<file path="config.mk">
export PLATFORM = sky130hd
export DESIGN_NAME = out_port_fifo_flat
export DESIGN_NICKNAME = d
export VERILOG_FILES = /design/src/rtl/out_port_fifo_if.sv /design/src/rtl/out_port_fifo.sv /design/src/flat_wrapper.sv
export SDC_FILE = /design/constraint.sdc
export NUM_CORES = 1
export LEC_CHECK = 0
export BUFFER_PORTS_ARGS = -buffer_cell sky130_fd_sc_hd__buf_4
export CAP_MARGIN = 20
export CORE_MARGIN = 8
export CORE_UTILIZATION = 42
export CTS_BUF_LIST = sky130_fd_sc_hd__clkbuf_4
export DETAILED_ROUTE_END_ITERATION = 7
export GPL_TIMING_DRIVEN = 0
export PLACE_DENSITY_LB_ADDON = 0.25
export SKIP_LAST_GASP = 1
export SLEW_MARGIN = 20
export SYNTH_ARGS = -nofsm -noshare
export SYNTH_HDL_FRONTEND = slang
export SYNTH_SLANG_ARGS = --single-unit
</file>
<file path="constraint.sdc">
create_clock -name clk -period 6.1 [get_ports clk]
set_clock_uncertainty 0.1 [all_clocks]
set_input_delay 1.22 -clock clk [delete_from_list [all_inputs] [get_ports clk]]
set_output_delay 1.22 -clock clk [all_outputs]
set_load 0.02 [all_outputs]
</file>
<file path="src/rtl/out_port_fifo_if.sv">
// rtl/out_port_fifo_if.sv - valid/ready byte stream from the output port to an external device
//
// Signals:
//   out_data  [N-1:0]  head-of-FIFO byte, 0 when nothing is queued
//   out_valid          head byte is valid
//   out_ready          consumer accepts the head when out_valid is also high
// Modports:
//   master  producer side (out_port_fifo)
//   slave   consumer side (external device)
interface out_port_fifo_if #(
  parameter int N = 8
);
  logic [N-1:0] out_data;
  logic         out_valid;
  logic         out_ready;

  modport master (output out_data, output out_valid, input out_ready);
  modport slave  (input out_data, input out_valid, output out_ready);
endinterface

</file>
<file path="src/rtl/out_port_fifo.sv">
// rtl/out_port_fifo.sv - NSC-8 output port: bus byte capture into a show-ahead FIFO
//
// Ports:
//   clk                 system clock, rising edge
//   reset               synchronous, active-high
//   load_out            push the full data_in byte
//   load_immediate_out  push the zero-extended low nibble of data_in
//   data_in   [N-1:0]   internal bus data
//   port_bus            valid/ready stream to the external device (master)
//   full                count == DEPTH
//   count  [ADDR_W:0]   stored entries, 0..DEPTH
//   overflow            sticky dropped-push flag (only with OUT_PORT_OVERFLOW_EN)
//
// Build option: define OUT_PORT_OVERFLOW_EN to add the overflow port and flop.
module out_port_fifo #(
  parameter int N      = 8,
  parameter int DEPTH  = 4,
  parameter int ADDR_W = 2
) (
  input  logic                    clk,
  input  logic                    reset,
  input  logic                    load_out,
  input  logic                    load_immediate_out,
  input  logic [N-1:0]            data_in,
  out_port_fifo_if.master         port_bus,
  output logic                    full,
  output logic [ADDR_W:0]         count
`ifdef OUT_PORT_OVERFLOW_EN
  ,
  output logic                    overflow
`endif
);

  localparam logic [ADDR_W:0] DEPTH_C = (ADDR_W + 1)'(DEPTH);
  localparam logic [ADDR_W:0] ONE_C   = (ADDR_W + 1)'(1);

  logic [N-1:0]      mem [DEPTH];
  logic [ADDR_W-1:0] rd_ptr;
  logic [ADDR_W-1:0] wr_ptr;

  logic         push;
  logic         pop;
  logic         push_ok;
  logic [N-1:0] push_value;
  logic         not_empty;

  assign not_empty = (count != '0);
  assign push      = load_out | load_immediate_out;
  // Full-byte load wins when both strobes are asserted together.
  assign push_value = load_out ? data_in : {{(N-4){1'b0}}, data_in[3:0]};
  assign pop        = not_empty && port_bus.out_ready;
  // A full FIFO still takes a push when the head leaves on the same edge.
  assign push_ok    = push && ((count < DEPTH_C) || pop);

  assign port_bus.out_valid = not_empty;
  assign port_bus.out_data  = not_empty ? mem[rd_ptr] : '0;
  assign full               = (count == DEPTH_C);

  // Storage is not reset; entries are only visible through count.
  always_ff @(posedge clk) begin
    if (!reset && push_ok) begin
      mem[wr_ptr] <= push_value;
    end
  end

  always_ff @(posedge clk) begin
    if (reset) begin
      rd_ptr <= '0;
      wr_ptr <= '0;
      count  <= '0;
    end else begin
      if (push_ok) begin
        wr_ptr <= wr_ptr + ADDR_W'(1);
      end
      if (pop) begin
        rd_ptr <= rd_ptr + ADDR_W'(1);
      end
      case ({push_ok, pop})
        2'b10:   count <= count + ONE_C;
        2'b01:   count <= count - ONE_C;
        default: count <= count;
      endcase
    end
  end

`ifdef OUT_PORT_OVERFLOW_EN
  always_ff @(posedge clk) begin
    if (reset) begin
      overflow <= 1'b0;
    end else if (push && !push_ok) begin
      overflow <= 1'b1;
    end
  end
`endif

endmodule
</file>
<file path="src/flat_wrapper.sv">
// flat-port wrapper written by rule: the top's interface ports become plain ports
module out_port_fifo_flat 
#(
  parameter int N      = 8,
  parameter int DEPTH  = 4,
  parameter int ADDR_W = 2
)
  (clk, reset, load_out, load_immediate_out, data_in, full, count, port_bus_out_data, port_bus_out_valid, port_bus_out_ready);
  out_port_fifo_if #(.N(N)) port_bus_i ();
  input  logic clk;
  input  logic reset;
  input  logic load_out;
  input  logic load_immediate_out;
  input  logic [N-1:0] data_in;
  output logic full;
  output logic [ADDR_W:0] count;
  output wire logic [$bits(port_bus_i.out_data)-1:0] port_bus_out_data;
  output wire logic [$bits(port_bus_i.out_valid)-1:0] port_bus_out_valid;
  input wire logic [$bits(port_bus_i.out_ready)-1:0] port_bus_out_ready;
  assign port_bus_out_data = port_bus_i.out_data;
  assign port_bus_out_valid = port_bus_i.out_valid;
  assign port_bus_i.out_ready = port_bus_out_ready;
  out_port_fifo #(.N(N), .DEPTH(DEPTH), .ADDR_W(ADDR_W)) u_core (.clk(clk), .reset(reset), .load_out(load_out), .load_immediate_out(load_immediate_out), .data_in(data_in), .port_bus(port_bus_i), .full(full), .count(count));
endmodule
</file>
# Word level (Yosys, flattened, before mapping)
# Memory sizes are Yosys's and may differ from the RTL's. A register that Yosys moved wholly into a read port is not among the register bits.
# Cells that the tools add are included.
[word_totals]
mem_bits_rw = 32
out_inout_bits = 13
register_bits = 7
memories = 1
word_cells = 27
inputBits = 13
[op_classes]
reduce_logical = 7
bitwise_logic = 1
order_cmp = 1
n_addsub = 4
n_mux = 7
eq_ne = 3
[memory_table]
columns = ["memory", "depth", "word_bits", "read_ports", "rd_clocked_by_memory_dff", "write_ports", "line_no", "rtl"]
rows = [
  ["u_core.mem", 4, 8, 1, 1, 1, "out_port_fifo.sv:37", "logic [N-1:0] mem [DEPTH];"],
]
[op_table]
columns = ["operator", "count"]
rows = [
  ["8-bit 2-to-1 mux", 2],
  ["3-bit case mux with 2 select lines", 1],
  ["2-bit by 1-bit adder with 2-bit output, second input constant", 2],
  ["2-bit 2-to-1 mux", 2],
  ["3-bit by 1-bit adder with 3-bit output, second input constant", 1],
  ["3-bit equality test, second input constant", 1],
  ["1-bit logical AND", 3],
  ["3-bit < comparator, second input constant", 1],
  ["3-bit nonzero test", 1],
  ["3-bit by 1-bit subtractor with 3-bit output, second input constant", 1],
  ["2-bit by 1-bit equality test with 1-bit output, second input constant", 1],
  ["2-bit equality test, second input constant", 1],
  ["1-bit 2-to-1 mux", 2],
  ["2-bit nonzero test", 1],
  ["1-bit logical NOT", 1],
  ["1-bit logical OR", 1],
  ["1-bit OR", 1],
]

# Longest topological paths before layout
# Gate-level depths: netlist of the first run.
[logic_depth]
word_depth = 7
mapped_depth = 9
depth_no_buf = 8

# Least setup slack after synthesis of the first run
# No wires, ideal clock.
[synth_timing]
path_type = "input to register"
start = "in load_out"
end = "reg u_core.count[2]"
path_buffers = 1
setup_ns = 0.072
setup_slack_ns = 3.113
t_required_ns = 5.928
path_stages = 9
arrival_time_ns = 2.815
path_cell_list = "nor2_1 -> or2_1 -> buf_2 -> ha_1 -> inv_1 -> fa_1 -> xor2_1 -> or3_1 -> a21oi_1"
[synth_via]
elab_chain_len = 4
elab_cells_between_ends = 6
cone_classes = "2 x eq/ne; 1 x mux; 1 x bitwise; 2 x reduce/logical"
[synth_rtl]
columns = ["item", "line_no", "rtl"]
rows = [
  ["start, declared", "flat_wrapper.sv:12", "input logic load_out;"],
  ["1-bit OR *", "out_port_fifo.sv:48", "assign push = load_out | load_immediate_out;"],
  ["1-bit logical AND *", "out_port_fifo.sv:53", "assign push_ok = push && ((count < DEPTH_C) || pop);"],
  ["2-bit by 1-bit equality test with 1-bit output / 2-bit equality test (equally long branches)", "out_port_fifo.sv:78", "case ({push_ok, pop})"],
  ["3-bit case mux with 2 select lines / 2-bit nonzero test (equally long branches)", "n/a", ""],
  ["end signal, assigned", "out_port_fifo.sv:79", "2'b10: count <= count + ONE_C;"],
  ["end signal, assigned", "out_port_fifo.sv:80", "2'b01: count <= count - ONE_C;"],
  ["end signal, assigned", "out_port_fifo.sv:81", "default: count <= count;"],
  ["end, declared", "out_port_fifo.sv:27", "output logic [ADDR_W:0] count"],
]
# Every way passes the cells marked *; elsewhere a longest branch is shown, timed or not.
# A chain may end at the register's enable or synchronous reset.

==> reports/metrics.yaml, run 1 <==
status:
  status: "finished, final reports clean"
setup_path:
  path_max_fanout: 8
  r2r-start: "u_core.count[2]"
  endpoint_kind: "output port"
  r2r-end: "u_core.count[2]"
  r2r_cells: 9
  worstPathRequired_ps: 4780
  arrival_ps: 1660
  start_kind: "flip-flop"
  rrSetupSlack_ps: 3740
  worstSetupPathType: "reg -> out"
global_routing:
  grt_pass1_vias: 1106
  overflow: 0
  grtUsageTotal: 0.110
  grt_max_degree: 13
  antenna_found_initial: 0
  grt_pass1_wl_mm: 5.31
final_layout:
  drive_gt1_frac: 0.417
  area.growth.synth_to_final_pct: 16.9
  finalNetCount: 162
  n_fill_cell: 381
  antenna_cells: 0
  stdcell_count: 196
clocking:
  cts_setup_buffers: 0
  cts.sinks: 41
  htreeDepth: 2
  cts_tree: "yes"
  path_clk_slew_ps: 110
  holdBufCountCts: 0
  cts_buffer_depth: 2
  cts_resized: 0
  cts-buffers-inserted: 5
  clockRootBuffer: "clkbuf_4"
  worstSkewPairLatency_ps: 340
die:
  die_h_um: 81.9
  fp-row-count: 24
  die_x_um: 81.9
  io_pins: 26
  initial_core_util: 0.428
  fp.dieArea_mm2: 0.00670
  core_area_mm2: 0.00426
yosys:
  syn_area_mm2: 0.00182
  ys.flop_type: "edfxtp_1"
  yosysMostFrequentCell: "edfxtp_1"
  synthTopCellsByCount: "edfxtp_1 (32), dfxtp_1 (9), nor2b_4 (9), mux4_2 (8), inv_1 (7)"
  synth_area_leaders: "edfxtp_1 (53%), dfxtp_1 (9.9%), mux4_2 (9.9%), nor2b_4 (6.8%), ha_1 (3.4%)"
  synth-seq-area-share: 0.626
  syn_nets: 130
  synth_seq_cells: 41
  yosysTopAreaCellShare: 0.527
  yosysWarnings: 0
  synth_edf_count: 32
  avgSynthCellArea_um2: 16.4
  synth_cells: 111
  yosys.area.top_type: "edfxtp_1"
  async_reset_ff_frac: 0
  synth_cell_types: 26
drt:
  routed_wl_mm: 3.22
  vias_per_cell: 4.95
  ant_nets: 0
  dr.first_iter.drc_count: 36
  wl_per_cell_um: 16.4
  vias: 971
  drtPass1Iterations: 4
  drc: 0
sta:
  fin_crit_ps: 2980
  finalCritPeriodShare: 0.488
  drv_slew: 0
  rsz0062_at_grt: "false"
  setup_viol: 0
  finalSetupTns_ps: 0
  max_freq_mhz: 336
  worst_pin_slew_ps: 816
  relSlewSlack: 0.453
  hold_viol_final: 0
place:
  place_congestion: 0.705
  io_buffers: 25
  placed_cells: 188
  dp_hpwl_mm: 2.29
flow_run:
  cap_violations: 0
power:
  powerDensity_mw_per_mm2: 412
  ir_drop_mv: 0.108
  p_leak_uw: 0.000805
hold_path:
  hp-class: "reg -> reg"
  min_from: "u_core.rd_ptr[1]"
  hold-path-cell-count: 2
  min_to: "u_core.rd_ptr[1]"
[layout make-up]
class                           instances  area, um2  area share
Buffer                                  5       36.3      0.0170
Timing Repair Buffer                   25        188      0.0881
Clock inverter                          2       10.0     0.00470
Sequential cell                        41       1140       0.536
Inverter                                7       26.3      0.0123
Multi-Input combinational cell         58        619       0.291
Clock buffer                            6       45.0      0.0211
Tap cell                               52       65.1      0.0305
[sequential cells by signal, summed over array words and instances, names as in the netlist, named ones only]
| register | flops |
|---|---|
| u_core.mem | 32 |
| u_core.rd_ptr | 2 |
| u_core.count | 3 |
| u_core.wr_ptr | 2 |
[power breakdown]
group | switching [uW] | internal, uW | total (uW)
clock | 81.0 | 48.4 | 129
sequential | 21.6 | 335 | 356
combinational | 209 | 185 | 393
total | 311 | 568 | 879
[stage by stage]
stage	instance area [um2]	power [uW]	utilization	worst slack (ps)	hold WS [ps]
detailed placement	2080	761	0.487	2790	361
finish	2130	879	0.500	3120	376
global placement	2080	752	0.487	2870	353
global route	2130	935	0.500	2960	400
CTS	2130	890	0.500	3090	378
floorplan	1820	638	-	3110	342
[metal layers]
layer	global-route usage	wire [um]	vias to the layer above	share of wire
met1	0.121	1330	474	0.41
met3	0.0427	174	7	0.054
met5	0	0	-	0
li1	-	-	467	-
met4	0.0456	45	0	0.014
met2	0.185	1660	23	0.52
[cell families (layout without fill, tap and decap cells)]
| logic type | Yosys count | in the layout | share of synthesized area |
|---|---|---|---|
| AOI/OAI and AO/OA | 10 | 10 | 0.0329 |
| adders and majority gates | 6 | 6 | 0.0453 |
| and+or+nand+nor | 31 | 31 | 0.148 |
| DFF | 41 | 41 | 0.626 |
| muxes | 8 | 8 | 0.0988 |
| buffers and inverters | 12 | 45 | 0.0343 |
| xor gates and xnor gates | 3 | 3 | 0.0144 |
[worst max-delay path, cell delays in order, from the launching register on]
cell and delay [ps]:
dfxtp_1 340, buf_6 170, mux4_2 510, nor2b_4 140, buf_4 150
[cell usage in the layout, fill, tap and decap left out, drive strengths merged]
master	Yosys	routed
o31ai	1	1
or3b	1	1
mux4	8	8
a21oi	5	5
xor2	3	3
clkbuf	1	7
nor3	1	1
dfxtp	9	9
buf	4	29
and2	4	4
fa	1	1
nor2b	9	9
and3	1	1
nor3b	4	4
inv	7	7
nor2	6	6
or2	1	1
o21ai	4	4
nand2	1	1
edfxtp	32	32
or3	3	3
clkinv	0	2
ha	5	5
[worst max path at each step]
stage | endpoint | slack [ps] | cells after the start
6_report | port_bus_out_data[7] | 3120 | 4
5_1_grt | u_core.count[2] | 2960 | 10
4_1_cts | port_bus_out_data[2] | 3090 | 4
3_5_place_dp | u_core.count[2] | 2790 | 10
3_3_place_gp | u_core.count[2] | 2870 | 10
2_1_floorplan | u_core.count[2] | 3110 | 9
Power figures use the tool's default switching activity.
==> run 2, diff against run 1 <==
- clock period: 6.1 -> 2.45 ns (I/O delays scaled with it)
==> run 2 against run 1 <==
Sequential power grew to 2.5 times the previous value; critical path depth is 5 higher; power grew to 2.5 times the previous value; worst setup slack worse by 2900 ps; clock power is 150% higher; critical path type is now reg -> reg; largest power group unchanged.
==> reports/metrics.yaml, run 2 (synthesized netlist as in run 1, its figures left out) <==
global_routing:
  grt_max_degree: 13  # unchanged
  antenna_found_initial: 0  # unchanged
  grt_pass1_vias: 1106  # unchanged
  overflow: 0  # unchanged
  grtUsageTotal: 0.110  # unchanged
  grt_pass1_wl_mm: 5.31  # unchanged
clocking:
  cts-buffers-inserted: 5  # unchanged
  path_clk_slew_ps: 110  # about the same
  cts_tree: "yes"
  clockRootBuffer: "clkbuf_4"
  holdBufCountCts: 0  # unchanged
  cts.sinks: 41  # unchanged
  worstSkewPairLatency_ps: 340  # about the same
  cts_buffer_depth: 2  # unchanged
  htreeDepth: 2  # unchanged
place:
  place_congestion: 0.705  # unchanged
  dp_hpwl_mm: 2.29  # unchanged
  placed_area_mm2: 0.00208  # unchanged
  io_buffers: 25  # unchanged
drt:
  vias: 980  # +0.93%
  wl_met2_mm: 1.73  # +4.2%
  dr.first_iter.drc_count: 35  # -2.8%
  ant_nets: 0  # unchanged
  route.met3.wl_um: 175  # +0.57%
  drc: 0  # unchanged
  routed_wl_mm: 3.28  # +2.0%
  drtPass1Iterations: 4  # unchanged
  wl_per_cell_um: 16.7  # +1.5%
  routed.top_layer: "met4"
  vias_per_cell: 4.97  # +0.41%
  wl_met1_mm: 1.33  # -0.45%
die:
  initial_core_util: 0.428  # unchanged
  core_area_mm2: 0.00426  # unchanged
  die_h_um: 81.9  # unchanged
  fp.dieArea_mm2: 0.00670  # unchanged
  io_pins: 26  # unchanged
  fp-row-count: 24  # unchanged
  die_x_um: 81.9  # unchanged
setup_path:
  start_kind: "flip-flop"
  path_buf_inv: 2  # unchanged
  worstPathRequired_ps: 2620  # -2160 ps
  critPathTopFamily: "simple AND/OR/NAND/NOR gates"
  crit_chain: "nor2b_4 -> or2_1 -> clkbuf_4 -> ha_2 -> inv_1 -> fa_1 -> xor2_1 -> or3_1 -> a21oi_1"
  worstSetupPathType: "reg -> reg"
  arrival_ps: 2420  # +760 ps
  path_max_fanout: 6  # -2
  endpoint_kind: "flip-flop"
  critPathMaxStageDelay_ps: 380  # -130 ps
  cpMaxStageDelayCell: "dfxtp_4"
power:
  p_leak_uw: 0.000809  # +0.48%
  ir_drop_mv: 0.286  # +170%
  powerDensity_mw_per_mm2: 1030  # +150%
  total_power_uw: 2200  # +150%
status:
  status: "finished, final reports clean"
sta:
  drv_slew: 0  # unchanged
  hold_viol_final: 0  # unchanged
  finalCritPeriodShare: 0.918
  finalSetupTns_ps: 0  # unchanged
  relSlewSlack: 0.449  # -0.00424
  rsz0062_at_grt: "false"
  fin_crit_ps: 2250
  worst_pin_slew_ps: 823  # +6.34 ps
  max_freq_mhz: 444
  setup_viol: 0  # unchanged
final_layout:
  fin_area_mm2: 0.00215  # +0.76%
  antenna_cells: 0  # unchanged
  finalNetCount: 163  # +0.62%
  reg_top3: "u_core.mem x32, u_core.count x3"
  regMostFlops: "u_core.mem"
  area.growth.synth_to_final_pct: 17.8
  layout_common_cells: "edfxtp_1 (32), buf_4 (26), nor2b_4 (9), mux4_2 (8), dfxtp_1 (8)"
  largest_reg_flops: 32  # unchanged
  drive_gt1_frac: 0.434  # +0.0178
  final_common_cell: "edfxtp_1"
hold_path:
  hp-class: "in -> reg"
flow_run:
  cap_violations: 0  # unchanged
[run 2: cell count changes in the layout (fill, tap and decap cells not counted), sizes merged]
cell    before  now
clkbuf       7    8
[run 2: final timing paths]
check	startpoint	depth (start not counted)	slack, ps	endpoint
worst max-delay path	u_core.count[2]	9	200	u_core.count[2]
worst min-delay path	data_in[0]	1	240	u_core.mem[0][0]
worst max register to register	u_core.count[2]	9	200	u_core.count[2]
worst min register to register	u_core.rd_ptr[1]	2	380	u_core.rd_ptr[1]
[run 2: layer usage]
layer | track usage | up-vias
met1 | 0.121 | 479
li1 | - | 471
met2 | 0.185 | 23
met4 | 0.0456 | 0
met5 | 0 | -
met3 | 0.0427 | 7
[run 2: stage by stage]
stage,utilization,hold WS [ps],std cells,setup WS [ps]
floorplan,-,342,111,163
global placement,0.487,353,188,-53.0
detailed placement,0.487,361,188,-134
CTS,0.500,230,196,86.4
global route,0.504,218,197,12.6
finish,0.504,241,197,200
[run 2: where the power goes]
part	switching [uW]	internal [uW]
Sequential	54.2	835
Clock	200	120
Combinational	525	469
[run 2: final cells by class]
class / count / area (um2)
inverters: 7 / 26.3
multi-input cells: 58 / 622
repair buffers: 26 / 195
flip-flops and latches: 41 / 1140
clock inverters: 2 / 10.0
plain buffers: 5 / 38.8
well taps: 52 / 65.1
fillers: 378 / 2120
clock buffers: 6 / 45.0
[run 2: repair_timing]
action                                  CTS  global route
setup buffers                             0             1
endpoints found under the setup margin    0             1
resized for setup                         0             4
endpoints found under the hold margin     0             0
